## config.mk

```make
export PLATFORM = sky130hd
export DESIGN_NAME = i2s_sample_rx
export DESIGN_NICKNAME = d
export VERILOG_FILES = /design/src/rtl/i2s_sample_rx.sv
export SDC_FILE = /design/constraint.sdc
export NUM_CORES = 1
export LEC_CHECK = 0
export BUFFER_PORTS_ARGS = -buffer_cell sky130_fd_sc_hd__buf_2
export CAP_MARGIN = 20
export CORE_MARGIN = 3
export CORE_UTILIZATION = 29
export DETAILED_ROUTE_END_ITERATION = 10
export SLEW_MARGIN = 10
export SYNTH_ARGS = -nofsm -noshare
export SYNTH_HDL_FRONTEND = slang
export SYNTH_SLANG_ARGS = --single-unit
```

## constraint.sdc

```tcl
create_clock -name clk -period 2.7 [get_ports clk]
set_input_delay 0.135 -clock clk [delete_from_list [all_inputs] [get_ports clk]]
set_output_delay 0.135 -clock clk [all_outputs]
set_load 0.1 [all_outputs]
```

## src/rtl/i2s_sample_rx.sv

```systemverilog
// I2S receiver: oversamples sck/ws/sd in the clk domain and deserialises one
// channel's MSB-first slot into a parallel signed sample with a one-clk strobe.
module i2s_sample_rx #(
    parameter int DATA_SIZE = 24,
    parameter int SLOT_BITS = 32,
    parameter int CHANNEL   = 0
) (
    input  logic                 clk,
    input  logic                 reset,
    input  logic                 i2s_sck,
    input  logic                 i2s_ws,
    input  logic                 i2s_sd,
    output logic [DATA_SIZE-1:0] data_out,
    output logic                 sample_trig,
    output logic                 frame_err
);

    localparam int             CNT_W    = $clog2(SLOT_BITS + 2);
    localparam logic [CNT_W-1:0] CNT_MAX  = CNT_W'(SLOT_BITS + 1);
    localparam logic [CNT_W-1:0] CNT_DATA = CNT_W'(DATA_SIZE);
    localparam logic           CH_WS    = (CHANNEL != 0);

    typedef enum logic [1:0] {
        SYNC,
        CAPTURE,
        SKIP
    } state_t;

    // {sck, ws, sd} through two synchroniser stages
    logic [2:0] sync1_q;
    logic [2:0] sync2_q;
    logic       sck_prev_q;
    logic       rise_q;
    logic       ws_q;
    logic       sd_q;

    state_t                state_q, state_d;
    logic [DATA_SIZE-1:0]  shreg_q, shreg_d;
    logic [CNT_W-1:0]      bit_cnt_q, bit_cnt_d;
    logic                  ws_last_q, ws_last_d;
    logic [DATA_SIZE-1:0]  data_out_q, data_out_d;
    logic                  trig_q, trig_d;
    logic                  err_q, err_d;

    logic                  boundary;
    logic [CNT_W-1:0]      cnt_inc;
    logic [DATA_SIZE-1:0]  shifted;

    // Edge detect is registered so ws/sd are realigned with the rise strobe
    always_ff @(posedge clk or negedge reset) begin
        if (!reset) begin
            sync1_q    <= '0;
            sync2_q    <= '0;
            sck_prev_q <= 1'b0;
            rise_q     <= 1'b0;
            ws_q       <= 1'b0;
            sd_q       <= 1'b0;
        end else begin
            sync1_q    <= {i2s_sck, i2s_ws, i2s_sd};
            sync2_q    <= sync1_q;
            sck_prev_q <= sync2_q[2];
            rise_q     <= sync2_q[2] & ~sck_prev_q;
            ws_q       <= sync2_q[1];
            sd_q       <= sync2_q[0];
        end
    end

    assign boundary = (ws_q != ws_last_q);
    assign cnt_inc  = (bit_cnt_q == CNT_MAX) ? bit_cnt_q : bit_cnt_q + 1'b1;
    assign shifted  = {shreg_q[DATA_SIZE-2:0], sd_q};

    always_comb begin
        state_d    = state_q;
        shreg_d    = shreg_q;
        bit_cnt_d  = bit_cnt_q;
        ws_last_d  = ws_last_q;
        data_out_d = data_out_q;
        trig_d     = 1'b0;
        err_d      = 1'b0;

        if (rise_q) begin
            if (boundary) begin
                // This edge still carries the previous slot's LSB
                ws_last_d = ws_q;
                bit_cnt_d = '0;
                shreg_d   = '0;
                err_d     = (state_q == CAPTURE);
                state_d   = (ws_q == CH_WS) ? CAPTURE : SKIP;
            end else begin
                unique case (state_q)
                    CAPTURE: begin
                        bit_cnt_d = cnt_inc;
                        shreg_d   = shifted;
                        if (cnt_inc == CNT_DATA) begin
                            data_out_d = shifted;
                            trig_d     = 1'b1;
                            state_d    = SKIP;
                        end
                    end
                    SKIP: begin
                        bit_cnt_d = cnt_inc;
                        if (cnt_inc == CNT_MAX) begin
                            err_d   = 1'b1;
                            state_d = SYNC;
                        end
                    end
                    default: ;
                endcase
            end
        end
    end

    always_ff @(posedge clk or negedge reset) begin
        if (!reset) begin
            state_q    <= SYNC;
            shreg_q    <= '0;
            bit_cnt_q  <= '0;
            ws_last_q  <= 1'b0;
            data_out_q <= '0;
            trig_q     <= 1'b0;
            err_q      <= 1'b0;
        end else begin
            state_q    <= state_d;
            shreg_q    <= shreg_d;
            bit_cnt_q  <= bit_cnt_d;
            ws_last_q  <= ws_last_d;
            data_out_q <= data_out_d;
            trig_q     <= trig_d;
            err_q      <= err_d;
        end
    end

    assign data_out    = data_out_q;
    assign sample_trig = trig_q;
    assign frame_err   = err_q;

endmodule

```

==> results of run 1 <==
-- cell families (layout without fill, tap and decap cells) --
family	after synthesis	after routing	synth area share (%)
buffers and inverters	23	64	3.81
DFF	68	68	61.8
and+or+nand+nor	31	31	6.63
adders and majority gates	5	5	2.27
xor gates and xnor gates	2	2	0.636
muxes	29	29	11.7
AOI/OAI and AO/OA	47	47	13.2
-- area by class of cell --
cell class / count / area share [%]
clock inverter: 5 / 1.15
clock buffer: 11 / 4.35
timing repair buffer: 39 / 7.00
multi-input combinational: 114 / 29.3
tap: 126 / 4.85
inverter: 9 / 1.04
sequential: 68 / 52.3
-- worst max-delay path, delay by kind of cell (launching register included) --
family / cells / cell delay [ps]
compound gates: 3 / 940
xor+xnor: 1 / 160
fa+ha+maj: 1 / 300
flops: 1 / 480
mux: 1 / 320
-- registers in the layout, summed over array words and instances (netlist names), 2 cells and up --
signal,flops
sync1_q,3
data_out,24
bit_cnt_q,6
sync2_q,3
shreg_q,23
state_q,2
-- power breakdown --
| group | switching (mW) | internal, mW | total [mW] |
|---|---|---|---|
| logic | 0.222 | 0.159 | 0.381 |
| registers | 0.0936 | 1.07 | 1.17 |
| clock network | 0.382 | 0.360 | 0.742 |
| total | 0.698 | 1.59 | 2.29 |
-- metal layers --
layer | vias up | track usage, % | share of wire [%]
met4 | 0 | 5.48 | 1.2
li1 | 811 | - | -
met2 | 43 | 15.8 | 47
met1 | 878 | 13.7 | 48
met3 | 6 | 2.68 | 4.3
met5 | - | 0 | 0
-- worst max path at each step --
stage | start | endpoint | slack (ps)
2_1_floorplan | bit_cnt_q[0] | state_q[0] | 630
5_1_grt | bit_cnt_q[0] | state_q[0] | 260
3_3_place_gp | bit_cnt_q[0] | state_q[0] | 500
4_1_cts | bit_cnt_q[0] | state_q[0] | 400
6_report | bit_cnt_q[0] | state_q[0] | 390
3_5_place_dp | bit_cnt_q[0] | state_q[0] | 460
-- what timing repair did --
item                                    4_1_cts  5_1_grt
endpoints found under the setup margin        0        0
endpoints found under the hold margin        44        0
hold buffers                                  4        0
-- layout by cell type (no fill, tap or decap), types with 3 or more instances in the layout --
master | synthesis | routed
dfrtp_1 | 68 | 68
buf_2 | 3 | 30
a22o_1 | 26 | 26
mux2_2 | 25 | 25
clkbuf_8 | 0 | 10
inv_1 | 8 | 8
o21ai_0 | 7 | 7
nor2_1 | 6 | 6
nand3_1 | 5 | 5
a21oi_1 | 5 | 5
ha_1 | 5 | 5
buf_4 | 2 | 5
nand2_1 | 4 | 4
dlygate4sd3_1 | 0 | 4
nand2b_1 | 3 | 3
mux2i_1 | 3 | 3
-- metrics by stage --
step                area, µm²  hold WS (ps)  instances  total power [mW]
floorplan                2760          -161        205              1.48
global placement         3030           244        352              1.55
detailed placement       3030           248        352              1.56
CTS                      3250           352        372              2.33
global route             3250           359        372              2.45
finish                   3250           350        372              2.29
==> results.json, run 1 <==
{
  "p_leak_nw": 1.67,
  "fin_skew_ps": 8.73,
  "synth_area_leaders": "dfrtp_1, mux2_2, a22o_1",
  "required_ps": 2920,
  "start_util_pct": 30.7,
  "nets": 251,
  "cts_buffers": 9,
  "wl_per_cell_um": 13.5,
  "synth_cells": 205,
  "cts_root_buf": "clkbuf_8",
  "die_w_um": 103,
  "syn_nets": 215,
  "routed_wl_um": 5020,
  "area_growth_pct": 18.0,
  "max_cap_viol_count": 0,
  "vias_per_cell": 4.67,
  "hold_violations": 0,
  "yosysTopAreaCell": "dfrtp_1",
  "yosysSeqAreaShare_pct": 61.8,
  "rrSetupSlack_ps": 390,
  "yosysWarnings": 0,
  "start_kind": "flop",
  "fin_ws_ps": 386,
  "dieArea_mm2": 0.0107,
  "fin_setup_tns_ps": 0,
  "r2r_start": "bit_cnt_q[0]",
  "syn_area_mm2": 0.00276,
  "drv_slew": 0,
  "slowest_delay_ps": 520,
  "synth_ff_type": "dfrtp_1",
  "htree_levels": 3,
  "routed-via-count": 1738,
  "hold_depth": 0,
  "ant_nets": 0,
  "clk_latency_ps": 340,
  "synth_cell_types": 36,
  "grt_max_degree": 44,
  "overflow": 0,
  "crit_type": "reg2reg",
  "crit_arrival_ps": 2540,
  "num_antenna_cells": 0,
  "setup_viol": 0,
  "grt_pass1_vias": 1812,
  "p_per_area_mw_per_mm2": 704,
  "grt_setup_unrepaired": "false",
  "worst_pin_slew_ps": 926,
  "max_freq_mhz": 432,
  "post_cts_resized": 0,
  "utilization_pct": 36.2,
  "ir_worst_vdd_mv": 0.269,
  "drc": 0,
  "r2r_end": "state_q[0]",
  "ff2ff_path_depth": 6,
  "nFillCells": 908,
  "drt_first_iter_violations": 94,
  "io_buffers": 30,
  "clk_pin_slew_ps": 70,
  "gp_congestion": 0.866,
  "yosys.area.top_type_share_pct": 61.8,
  "grt_pass1_wl_um": 8620,
  "synthTopCellsByCount": "dfrtp_1, a22o_1, mux2_2",
  "hold_class": "reg2reg",
  "top_level_ports": 31,
  "dp_slack_ps": 463,
  "register_area_mm2": 0.00170,
  "post_cts_buffers": 0,
  "crit_fanout": 9,
  "min_from": "sync2_q[1]",
  "hpwl_um": 3250,
  "path_cells": "ha_1 -> xor2_1 -> a211o_1 -> a222oi_1 -> o21ai_1 -> mux2_1",
  "cts_tree": "done",
  "cts.path.max_buffers": 2,
  "status": "completed",
  "gr-usage-all-layers_pct": 10.4,
  "multiInputGateArea_um2": 952,
  "hold_end": "ws_q",
  "period_minus_slack_ps": 2310,
  "drt_pass1_iterations": 4,
  "antenna_found_initial": 0,
  "drive_gt1_share_pct": 32.1,
  "synth_edf_count": 0,
  "row_count": 34,
  "die_h_um": 103,
  "period_share_pct": 85.7,
  "ys_ff_latch": 68,
  "syn_area_per_cell_um2": 13.4,
  "design.core.area_mm2": 0.00898,
  "crit_path_end_kind": "flop",
  "synthArstFlopShare_pct": 100,
  "cp_slowest_cell": "a222oi_1",
  "slew_headroom_pct": 38.3,
  "clock_sinks": 68,
  "yosysMostFrequentCell": "dfrtp_1"
}
Power figures use the tool's default switching activity.
==> run 2: changes to the inputs <==
- GPL_TIMING_DRIVEN: not set -> 0
==> run 2 against run 1 <==
Sequential power down 4%. Die area unchanged. Register-to-register slack worse by 98 ps. Power up 10%.
==> results.json, run 2 (synthesis gave the netlist of run 1 again) <==
{
  "max_cap_viol_count": 0,
  "start_util_pct": 30.7,
  "layout_commonest_cell": "dfrtp_1",
  "p_per_area_mw_per_mm2": 753,
  "overflow": 0,
  "largest_register_ffs": 24,
  "cts_root_buf": "clkbuf_8",
  "num_antenna_cells": 0,
  "required_ps": 2980,
  "dieArea_mm2": 0.0107,
  "nets": 261,
  "post_cts_resized": 0,
  "routed_wl_um": 5110,
  "final_cells": 382,
  "gr-usage-all-layers_pct": 10.5,
  "drt_pass1_iterations": 4,
  "setup_viol": 0,
  "crit_fanout": 10,
  "io_buffers": 30,
  "grt_max_degree": 49,
  "area_growth_pct": 21.9,
  "dpl.cell_count": 362,
  "htree_levels": 3,
  "ir_worst_vdd_mv": 0.283,
  "clock_sinks": 68,
  "hold_violations": 0,
  "hpwl_um": 3400,
  "design.core.area_mm2": 0.00898,
  "clk_pin_slew_ps": 80,
  "period_minus_slack_ps": 2410,
  "register_area_mm2": 0.00170,
  "cts.path.max_buffers": 2,
  "drc": 0,
  "vias_per_cell": 4.71,
  "hold_class": "in2async",
  "rrSetupSlack_ps": 290,
  "gp_congestion": 0.781,
  "max_freq_mhz": 415,
  "routed-via-count": 1800,
  "final_cell_mix": "dfrtp_1, buf_2, a22o_1",
  "grt_pass1_vias": 1780,
  "r2r_start": "ws_q",
  "antenna_found_initial": 0,
  "status": "completed",
  "period_share_pct": 89.3,
  "cts_tree": "done",
  "ant_nets": 0,
  "wl_per_cell_um": 13.4,
  "crit_path_end_kind": "flop",
  "row_count": 34,
  "multiInputGateArea_um2": 948,
  "fin_skew_ps": 8.78,
  "drt_first_iter_violations": 114,
  "die_h_um": 103,
  "slew_headroom_pct": 67.4,
  "drive_gt1_share_pct": 31.3,
  "drv_slew": 0,
  "worst_pin_slew_ps": 489,
  "crit_arrival_ps": 2690,
  "nFillCells": 909,
  "grt_pass1_wl_um": 8700,
  "grt_setup_unrepaired": "false",
  "clk_latency_ps": 340,
  "post_cts_buffers": 0,
  "crit_type": "reg2reg",
  "p_leak_nw": 1.71,
  "fin_hold_ws_ps": 225,
  "r2r_end": "shreg_q[20]",
  "top_level_ports": 31,
  "cts_buffers": 9,
  "start_kind": "flop",
  "ff2ff_path_depth": 7,
  "die_w_um": 103,
  "fin_setup_tns_ps": 0
}
[run 2: worst max-delay path, cell delays in order (launching register included)]
cell and delay, ps:
dfrtp_1 350, inv_1 50, ha_1 270, clkbuf_1 320, clkinv_1 340, o21ai_1 390, clkbuf_1 420, a22o_1 210
[run 2: worst max path at each step]
stage	from	to	slack (ps)	cells after the start
6_report	ws_q	shreg_q[20]	290	7
5_1_grt	ws_q	shreg_q[22]	30	7
4_1_cts	ws_last_q	shreg_q[17]	280	6
3_5_place_dp	ws_last_q	shreg_q[17]	310	6
3_3_place_gp	ws_q	shreg_q[13]	390	7
2_1_floorplan	bit_cnt_q[0]	state_q[0]	630	6
[run 2: layout make-up]
cell class	count	share of cell area [%]
inverters	9	1.01
repair buffers	35	6.56
flip-flops and latches	68	50.7
multi-input cells	114	28.2
plain buffers	14	2.12
clock buffers	11	4.21
clock inverters	5	2.50
well taps	126	4.69
[run 2: per-stage QoR]
step | setup slack, ps | util, % | area (µm²) | total power [mW]
finish | 288 | 37.4 | 3360 | 2.53
floorplan | 635 | - | 2760 | 1.48
global placement | 387 | 34.1 | 3060 | 1.58
global route | 27.4 | 37.4 | 3360 | 2.69
CTS | 279 | 37.4 | 3360 | 2.57
detailed placement | 311 | 34.5 | 3090 | 1.60
[run 2: routing by layer]
layer	track usage, %	wire length, µm	up-vias	part of all wire [%]
met4	4.28	59	0	1.2
met2	15.2	2350	53	46
li1	-	-	832	-
met5	0	0	-	0
met3	4.56	299	9	5.9
met1	13.9	2390	906	47
[run 2: timing repair]
item	4_1_cts	5_1_grt
setup endpoints to repair	0	0
hold buffers	4	0
endpoints found under the hold margin	54	0
[run 2: power breakdown]
| group | leakage [nW] | switching [mW] | total, mW | internal [mW] |
|---|---|---|---|---|
| Sequential | 0.914 | 0.0431 | 1.12 | 1.07 |
| Combinational | 0.690 | 0.287 | 0.473 | 0.186 |
| Clock | 0.106 | 0.390 | 0.938 | 0.549 |
==> run 3: changes to the inputs <==
- CORE_UTILIZATION: 29 -> 30
- CTS_BUF_LIST: not set -> sky130_fd_sc_hd__clkbuf_8 sky130_fd_sc_hd__clkbuf_16
- clock period: 2.7 -> 2.85 ns (I/O delays scaled with it)
==> run 3 against run 2 <==
Cell count fell by 4.7%. Wire length rose by 1.8%. Clock skew fell by 1.7 ps. Via count fell by 3.1%. Design area fell by 0.89%. First-iteration DRC count fell by 25%. Fmax rose by 0.30%. Critical path depth did not move. Sequential power fell by 5%. Power fell by 6.3%. Sequential cell count did not move. Utilization rose by 0.38 points. Largest cell class unchanged.
==> results.json, run 3 (synthesis gave the netlist of run 1 again) <==
{
  "status": "completed",
  "cts_root_buf": "clkbuf_8",
  "gp_congestion": 0.883,
  "drt_pass1_iterations": 4,
  "vias_per_cell": 4.79,
  "grt_setup_unrepaired": "false",
  "dieArea_mm2": 0.0104,
  "dp_slack_ps": 482,
  "p_switching_mw": 0.667,
  "io_buffers": 30,
  "fin_skew_ps": 7.07,
  "clock_sinks": 68,
  "r2r_start": "ws_q",
  "power_frac_clock_pct": 36.7,
  "ir_worst_vdd_mv": 0.294,
  "die_w_um": 102,
  "start_kind": "flop",
  "layout_commonest_cell": "dfrtp_1",
  "design.core.area_mm2": 0.00881,
  "p_seq_share_pct": 44.7,
  "max_cap_viol_count": 0,
  "drt_first_iter_violations": 86,
  "slew_headroom_pct": 66.6,
  "slowest_delay_ps": 420,
  "p_comb_share_pct": 18.6,
  "cts_buffers": 9,
  "p_per_area_mw_per_mm2": 712,
  "antenna_found_initial": 0,
  "die_h_um": 102,
  "crit_fanout": 10,
  "top_level_ports": 31,
  "grt_pass1_vias": 1785,
  "setup_viol": 0,
  "cts_tree": "done",
  "grt_max_degree": 56,
  "hpwl_um": 3440,
  "period_minus_slack_ps": 2400,
  "area_growth_pct": 20.8,
  "utilization_pct": 37.8,
  "cp_common_cell": "clkbuf_1",
  "crit_family": "buffers and inverters",
  "cts.path.max_buffers": 2,
  "drv_slew": 0,
  "clk_latency_ps": 340,
  "num_antenna_cells": 0,
  "worst_pin_slew_ps": 505,
  "hold_class": "in2async",
  "fin_setup_tns_ps": 0,
  "dpl.cell_count": 344,
  "drc": 0,
  "htree_levels": 3,
  "cp_slowest_cell": "clkbuf_1",
  "required_ps": 3130,
  "period_share_pct": 84.4,
  "grt_pass1_wl_um": 8750,
  "final_cell_mix": "dfrtp_1, buf_2, a22o_1",
  "max_freq_mhz": 416,
  "drive_gt1_share_pct": 30.9,
  "routed-via-count": 1745,
  "nFillCells": 838,
  "largest_register_ffs": 24,
  "gr-usage-all-layers_pct": 11.0,
  "nets": 261,
  "crit_arrival_ps": 2680,
  "startpoint": "ws_q",
  "row_count": 34,
  "final_cells": 364,
  "p_int_mw": 1.70,
  "crit_path_end_kind": "flop",
  "routed_wl_um": 5200,
  "critPathBufInv": 4,
  "overflow": 0,
  "clk_pin_slew_ps": 80,
  "post_cts_buffers": 0,
  "wl_per_cell_um": 14.3,
  "fin_ws_ps": 445,
  "switching_share_pct": 28.2,
  "post_cts_resized": 0,
  "hold_violations": 0,
  "path_cells": "inv_1 -> ha_1 -> clkbuf_1 -> clkinv_1 -> o21ai_1 -> clkbuf_1 -> a22o_1",
  "p_leak_nw": 1.72,
  "crit_type": "reg2reg",
  "start_util_pct": 31.3,
  "ant_nets": 0
}
==> run 3: per-stage QoR <==
step	instance area, µm²	power, mW	hold slack (ps)
2_1_floorplan	2760	1.40	-153
3_3_place_gp	3040	1.49	251
3_5_place_dp	3070	1.52	14.5
4_1_cts	3330	2.40	177
5_1_grt	3330	2.50	214
6_report	3330	2.37	194
==> run 3: final cells by class <==
cell class / count / area, µm² / share of cell area, %
plain buffers: 14 / 71.3 / 2.14
clock buffers: 10 / 138 / 4.14
clock inverters: 6 / 80.1 / 2.41
inverters: 9 / 33.8 / 1.02
multi-input cells: 114 / 948 / 28.5
flip-flops and latches: 68 / 1700 / 51.1
well taps: 108 / 135 / 4.06
repair buffers: 35 / 220 / 6.62
==> run 3: worst paths after layout <==
check                              endpoint  slack, ps  depth (start not counted)
worst max-delay path             shreg_q[8]        450                          7
worst min-delay path             shreg_q[7]        190                          2
worst max register to register   shreg_q[8]        450                          7
worst min register to register         ws_q        350                          0
max in group asynchronous       shreg_q[16]       2140                          3
min in group clk                       ws_q        350                          0
==> run 3: per-layer routing <==
layer	GRT usage [%]	vias to the layer above	part of all wire (%)
met5	0	-	0
met4	4.54	0	1.8
met3	4.37	5	4.8
met2	17.1	31	47
met1	13.9	880	46
li1	-	829	-
==> run 3: worst reg2reg max path, cell delays in order, from the launching register on <==
cell      delay [ps]
dfrtp_1          350
inv_1             50
ha_1             260
clkbuf_1         300
clkinv_1         360
o21ai_1          400
clkbuf_1         420
a22o_1           210
==> run 3: repair_timing <==
action                                  CTS  global route
hold buffers                              4             0
hold endpoints to repair                 71             0
endpoints found under the setup margin    0             0
==> run 3: power by group through the flow <==
stage | registers (mW) | clock network [mW] | logic (mW)
5_1_grt | 1.07 | 0.934 | 0.500
6_report | 1.06 | 0.869 | 0.442
3_5_place_dp | 1.08 | 0 | 0.440
3_3_place_gp | 1.08 | 0 | 0.420
2_1_floorplan | 1.07 | 0 | 0.332
4_1_cts | 1.06 | 0.901 | 0.446
